<file path="config.mk">
export PLATFORM = sky130hd
export DESIGN_NAME = mac_seq_ctrl
export DESIGN_NICKNAME = d
export VERILOG_FILES = /design/src/rtl/mac_seq_ctrl.sv
export SDC_FILE = /design/constraint.sdc
export NUM_CORES = 1
export LEC_CHECK = 0
export CAP_MARGIN = 20
export CORE_UTILIZATION = 45
export DETAILED_ROUTE_END_ITERATION = 12
export DONT_BUFFER_PORTS = 1
export PLACE_DENSITY_LB_ADDON = 0.25
export SYNTH_ARGS = -nofsm -noshare
export SYNTH_HDL_FRONTEND = slang
export SYNTH_SLANG_ARGS = --single-unit
export TNS_END_PERCENT = 100
</file>
<file path="constraint.sdc">
create_clock -name clk -period 2 [get_ports clk]
set_input_delay 0.4 -clock clk [delete_from_list [all_inputs] [get_ports clk]]
set_output_delay 0.4 -clock clk [all_outputs]
set_load 0.02 [all_outputs]
</file>
<file path="src/rtl/mac_seq_ctrl.sv">
// -----------------------------------------------------------------------------
// mac_seq_ctrl
//   Sequencer for one dot-product on an external MAC. After a start it clears
//   the MAC, streams operand addresses 0..len_m1 to the shared A/B operand
//   memories, enables MAC accumulation in step with the operand data, waits for
//   the pipeline to empty, captures the MAC result and offers it on a
//   valid/ready output.
//
// Ports
//   clk, reset              clock; synchronous active-high reset
//   start, len_m1, fmt      request (sampled in IDLE only), length-1, number fmt
//   abort                   cancel whatever is in progress
//   busy                    high in every state except IDLE
//   mem_ren, mem_addr       operand memory read port (A and B share the address)
//   mem_a_data, mem_b_data  operands, valid the cycle after mem_ren
//   mac_a, mac_b            operands passed straight through to the MAC
//   mac_acc, mac_clr        MAC accumulate enable / MAC reset
//   mac_format              fmt latched at start (0 = 2's compl, 1 = sign-mag)
//   mac_out                 MAC accumulator value
//   res_data, res_valid,    result handshake
//   res_ready
//
// Result handshake: res_data/res_valid are held stable while res_valid=1 and
// res_ready=0; the result is consumed in the cycle where both are 1, and
// res_valid drops in the following cycle.
// -----------------------------------------------------------------------------
module mac_seq_ctrl #(
  parameter int bw      = 8,
  parameter int psum_bw = 16,
  parameter int addr_bw = 4
) (
  input  logic               clk,
  input  logic               reset,
  input  logic               start,
  input  logic [addr_bw-1:0] len_m1,
  input  logic               fmt,
  input  logic               abort,
  output logic               busy,
  output logic               mem_ren,
  output logic [addr_bw-1:0] mem_addr,
  input  logic [bw-1:0]      mem_a_data,
  input  logic [bw-1:0]      mem_b_data,
  output logic [bw-1:0]      mac_a,
  output logic [bw-1:0]      mac_b,
  output logic               mac_acc,
  output logic               mac_clr,
  output logic               mac_format,
  input  logic [psum_bw-1:0] mac_out,
  output logic [psum_bw-1:0] res_data,
  output logic               res_valid,
  input  logic               res_ready
);

  typedef enum logic [2:0] {
    S_IDLE  = 3'd0,
    S_CLR   = 3'd1,
    S_RUN   = 3'd2,
    S_DRAIN = 3'd3,
    S_DONE  = 3'd4
  } state_t;

  localparam logic [addr_bw-1:0] K_ONE = {{(addr_bw-1){1'b0}}, 1'b1};

  state_t             r_state;
  state_t             w_next;
  logic [addr_bw-1:0] r_k;
  logic [addr_bw-1:0] r_len_m1;
  logic               r_fmt;
  logic               r_iss_d1;    // issue valid, aligned with memory data
  logic               r_iss_d2;    // issue valid, aligned with MAC input register
  logic [1:0]         r_drain_cnt;
  logic [psum_bw-1:0] r_res_data;
  logic               r_clr_q;     // one-cycle MAC clear after abort or reset
  logic               w_issue;
  logic               w_last_issue;
  logic               w_capture;

  assign w_issue      = (r_state == S_RUN);
  // k is never incremented past len_m1, so it cannot wrap inside an operation
  assign w_last_issue = w_issue && (r_k == r_len_m1);
  assign w_capture    = (r_state == S_DRAIN) && (r_drain_cnt == 2'd2);

  assign mac_a      = mem_a_data;
  assign mac_b      = mem_b_data;
  assign mac_acc    = r_iss_d2;
  assign mac_format = r_fmt;
  assign res_data   = r_res_data;

  // Next state and state-decoded outputs
  always_comb begin
    w_next    = r_state;
    busy      = (r_state != S_IDLE);
    mem_ren   = 1'b0;
    mem_addr  = '0;
    res_valid = 1'b0;
    mac_clr   = reset || r_clr_q;
    case (r_state)
      S_IDLE:  if (start) w_next = S_CLR;
      S_CLR: begin
        mac_clr = 1'b1;
        w_next  = S_RUN;
      end
      S_RUN: begin
        mem_ren  = 1'b1;
        mem_addr = r_k;
        if (w_last_issue) w_next = S_DRAIN;
      end
      S_DRAIN: if (w_capture) w_next = S_DONE;
      S_DONE: begin
        res_valid = 1'b1;
        if (res_ready) w_next = S_IDLE;
      end
      default: w_next = S_IDLE;
    endcase
    // abort wins over everything, including a start seen in IDLE
    if (abort) w_next = S_IDLE;
  end

  always_ff @(posedge clk) begin
    if (reset) begin
      r_state     <= S_IDLE;
      r_k         <= '0;
      r_len_m1    <= '0;
      r_fmt       <= 1'b0;
      r_iss_d1    <= 1'b0;
      r_iss_d2    <= 1'b0;
      r_drain_cnt <= 2'd0;
      r_res_data  <= '0;
      r_clr_q     <= 1'b1;
    end else begin
      r_state <= w_next;
      r_clr_q <= abort;

      if (abort) begin
        r_iss_d1 <= 1'b0;
        r_iss_d2 <= 1'b0;
      end else begin
        r_iss_d1 <= w_issue;
        r_iss_d2 <= r_iss_d1;
      end

      if (abort || (r_state == S_CLR) || w_last_issue) begin
        r_k <= '0;
      end else if (w_issue) begin
        r_k <= r_k + K_ONE;
      end

      if (r_state == S_DRAIN) begin
        r_drain_cnt <= r_drain_cnt + 2'd1;
      end else begin
        r_drain_cnt <= 2'd0;
      end

      if ((r_state == S_IDLE) && start && !abort) begin
        r_len_m1 <= len_m1;
        r_fmt    <= fmt;
      end

      if (w_capture && !abort) begin
        r_res_data <= mac_out;
      end
    end
  end

endmodule

</file>
==> out/metrics.yaml <==
outcome:
  status: "finished, final reports clean"
worst_setup_path:
  critical_path_buf_inv_count: 1
  cpPeakStageDelay_ps: 430
  start_kind: "flip-flop"
  crit_chain: "or3b_1, clkinv_2, and2_2"
  critical-path-slowest-cell: "or3b_1"
  critical_path_class: "reg2out"
  required_ps: 1600
  worstSetupEndpointType: "output port"
  crit_fanout: 8
  critical-path-top-delay-family: "simple AND/OR/NAND/NOR gates"
  arrival_ps: 1520
sta:
  slew_viol_final: 0
  fin_crit_sh_pct: 96.06
  finalHoldViolations: 0
  clock_skew_ps: 14.41
  max_slew_margin_pct: 72.49
  tightest_slew_ps: 409.5
  fmax_mhz: 520.5
  rsz0062_at_grt: "false"
  finalSetupTns_ps: 0
  fin_ws_ps: 78.71
  setup_viol: 0
  min_period_ps: 1921
clock_network:
  clk_latency_ps: 330
  cts_made_buffers: 5
  cts_tree: "built"
  cts_buffer_depth: 2
  cts.sinks: 33
  post_cts_buffers: 0
  root_buffer: "clkbuf_4"
  cts-htree-levels: 2
  clkTransAtPathRegs_ps: 100
yosys:
  syn-num-nets: 221
  yosys_warnings: 0
  ys_ff_latch: 33
  synthArstFlopShare_pct: 0
  synth_edf_count: 0
  syn_inst: 177
  synth_cell_type_count: 33
  netlist_area_um2: 1499
  syn_area_per_cell_um2: 8.469
  ys_seq_area_share_pct: 44.07
  synthFlopType: "dfxtp_1"
power_and_ir_drop:
  power.density_nw_per_um2: 735.4
  ir_drop_v: 0.0004773
  p_total_uw: 1072
  leakage_uw: 0.0005573
die:
  rows: 20
  start_util_pct: 48.31
  die_y_um: 59.72
  num_io_pins: 84
  die_w_um: 59.72
  die_area_um2: 3566
  core_um2: 3103
routing:
  wl_per_cell_um: 13.81
  drt-total-wl_um: 2831
  drt-initial-drc-count: 61
  viasPerCell: 5.176
  drc: 0
  vias: 1061
  final_antenna_net_count: 0
  drtPass1Iterations: 4
flow_run:
  maxCapViolations: 0
placed_design:
  post-place-ws_ps: 306.2
  numPortBuffers: 0
  dp_hpwl_um: 2065
  routabilityCongestion: 0.7105
global_route:
  antenna_found_initial: 0
  groute.usage.overall_pct: 16.83
  grt_pass1_vias: 1037
  grt_max_degree: 26
  grt_first_pass_wirelength_um: 4374
  grt.overflow.total: 0
final_layout:
  fin_nets: 204
  drive_gt1_share_pct: 12.42
  diodes: 0
  fillers: 335
  syn_to_final_growth_pct: -2.754
hold_path:
  hold_path.class: "in2reg"
## Yosys cell counts, types with 2 or more instances
cell type	instances	area share (%)
or3b_1	2	1.2
nor2_1	11	2.8
buf_6	2	1.5
dfxtp_1	33	44
mux2i_1	6	4.0
nor4_1	3	1.3
and2_1	5	2.1
nand3b_1	2	1.0
buf_4	16	8.0
xor2_1	4	2.3
or3_1	4	1.7
nor3b_1	2	1.0
a21oi_1	20	6.7
ha_1	2	1.7
nand2_1	36	9.0
or2_1	2	0.83
inv_1	3	0.75
buf_2	2	0.67
clkbuf_1	7	1.8
nand2b_1	2	0.83
## report_power, final
part	internal (uW)	switching (uW)
Clock	134	212
Combinational	23.5	30.1
Sequential	665	7.89
Total	822	250
## final cells by class
class / instances / area (um2) / share of cell area [%]
Clock buffer: 6 / 41.29 / 2.833
Sequential cell: 33 / 663.1 / 45.49
Timing Repair Buffer: 3 / 22.52 / 1.545
Inverter: 4 / 16.27 / 1.116
Clock inverter: 2 / 10.01 / 0.6867
Multi-Input combinational cell: 113 / 649.4 / 44.55
Tap cell: 44 / 55.05 / 3.777
## repair_timing
action,CTS,global route
hold buffers,0,0
endpoints found under the hold margin,0,0
endpoints found under the setup margin,4,4
gates resized for setup,6,1
## metal layers
| metal | GRT usage (%) | wire (um) |
|---|---|---|
| met4 | 11.96 | 95 |
| met5 | 0 | 0 |
| met2 | 26.67 | 1334 |
| met3 | 7.576 | 239 |
| met1 | 17.65 | 1161 |
## worst paths after layout
| path | from | endpoint | slack (ps) | depth (start not counted) |
|---|---|---|---|---|
| worst max-delay path | r_state[0] | mem_addr[1] | 80 | 3 |
| worst min-delay path | reset | res_data[8] | 120 | 1 |
| worst min register to register | r_iss_d1 | mac_acc | 420 | 2 |
| worst max register to register | r_state[0] | r_len_m1[2] | 300 | 4 |
## cell families after synthesis
| logic type | Yosys count | synth area share [%] |
|---|---|---|
| buf+inv | 31 | 12.94 |
| simple gates | 76 | 25.79 |
| flops | 33 | 44.07 |
| mux | 6 | 4.007 |
| fa+ha+maj | 2 | 1.669 |
| xor+xnor | 4 | 2.337 |
| compound gates | 25 | 9.183 |
## sequential cells by signal, summed over array words and instances (netlist names)
| register | count |
|---|---|
| r_k | 4 |
| res_data | 16 |
| mac_acc | 1 |
| r_state | 3 |
| r_len_m1 | 4 |
| r_clr_q | 1 |
| mac_format | 1 |
| r_drain_cnt | 2 |
| r_iss_d1 | 1 |
## stage by stage
| step | hold WS (ps) | area, um2 | utilization [%] | std cells |
|---|---|---|---|---|
| after floorplan | 393.6 | 1499 | - | 177 |
| final | 122.0 | 1458 | 46.98 | 205 |
| after CTS | 104.6 | 1456 | 46.94 | 205 |
| after global routing | 94.48 | 1458 | 46.98 | 205 |
| after global placement | 402.8 | 1398 | 45.04 | 197 |
| after detailed placement | 406.1 | 1398 | 45.04 | 197 |
## layout by cell type, fill, tap and decap left out
master     instances
or3b_1             2
or3_1              4
and2_2             4
nor4_1             3
clkinv_2           3
nor2_1            11
a211oi_1           1
or2_2              1
or2_1              2
a21o_1             1
a2111oi_0          1
o21ai_0            1
ha_1               2
nor3b_1            2
dfxtp_1           31
dfxtp_2            2
nand2_1           36
and3_1             1
nand4b_1           1
and2_1             1
buf_4              3
clkbuf_1           1
xor2_1             4
mux2i_1            6
nor3_2             1
nor3_1             1
nand2b_1           2
nand3b_1           2
a21oi_1           20
clkbuf_4           5
a211o_1            1
nor4_4             1
nand3_1            1
inv_1              3
Note: power is estimated with default switching activity, not from simulation.
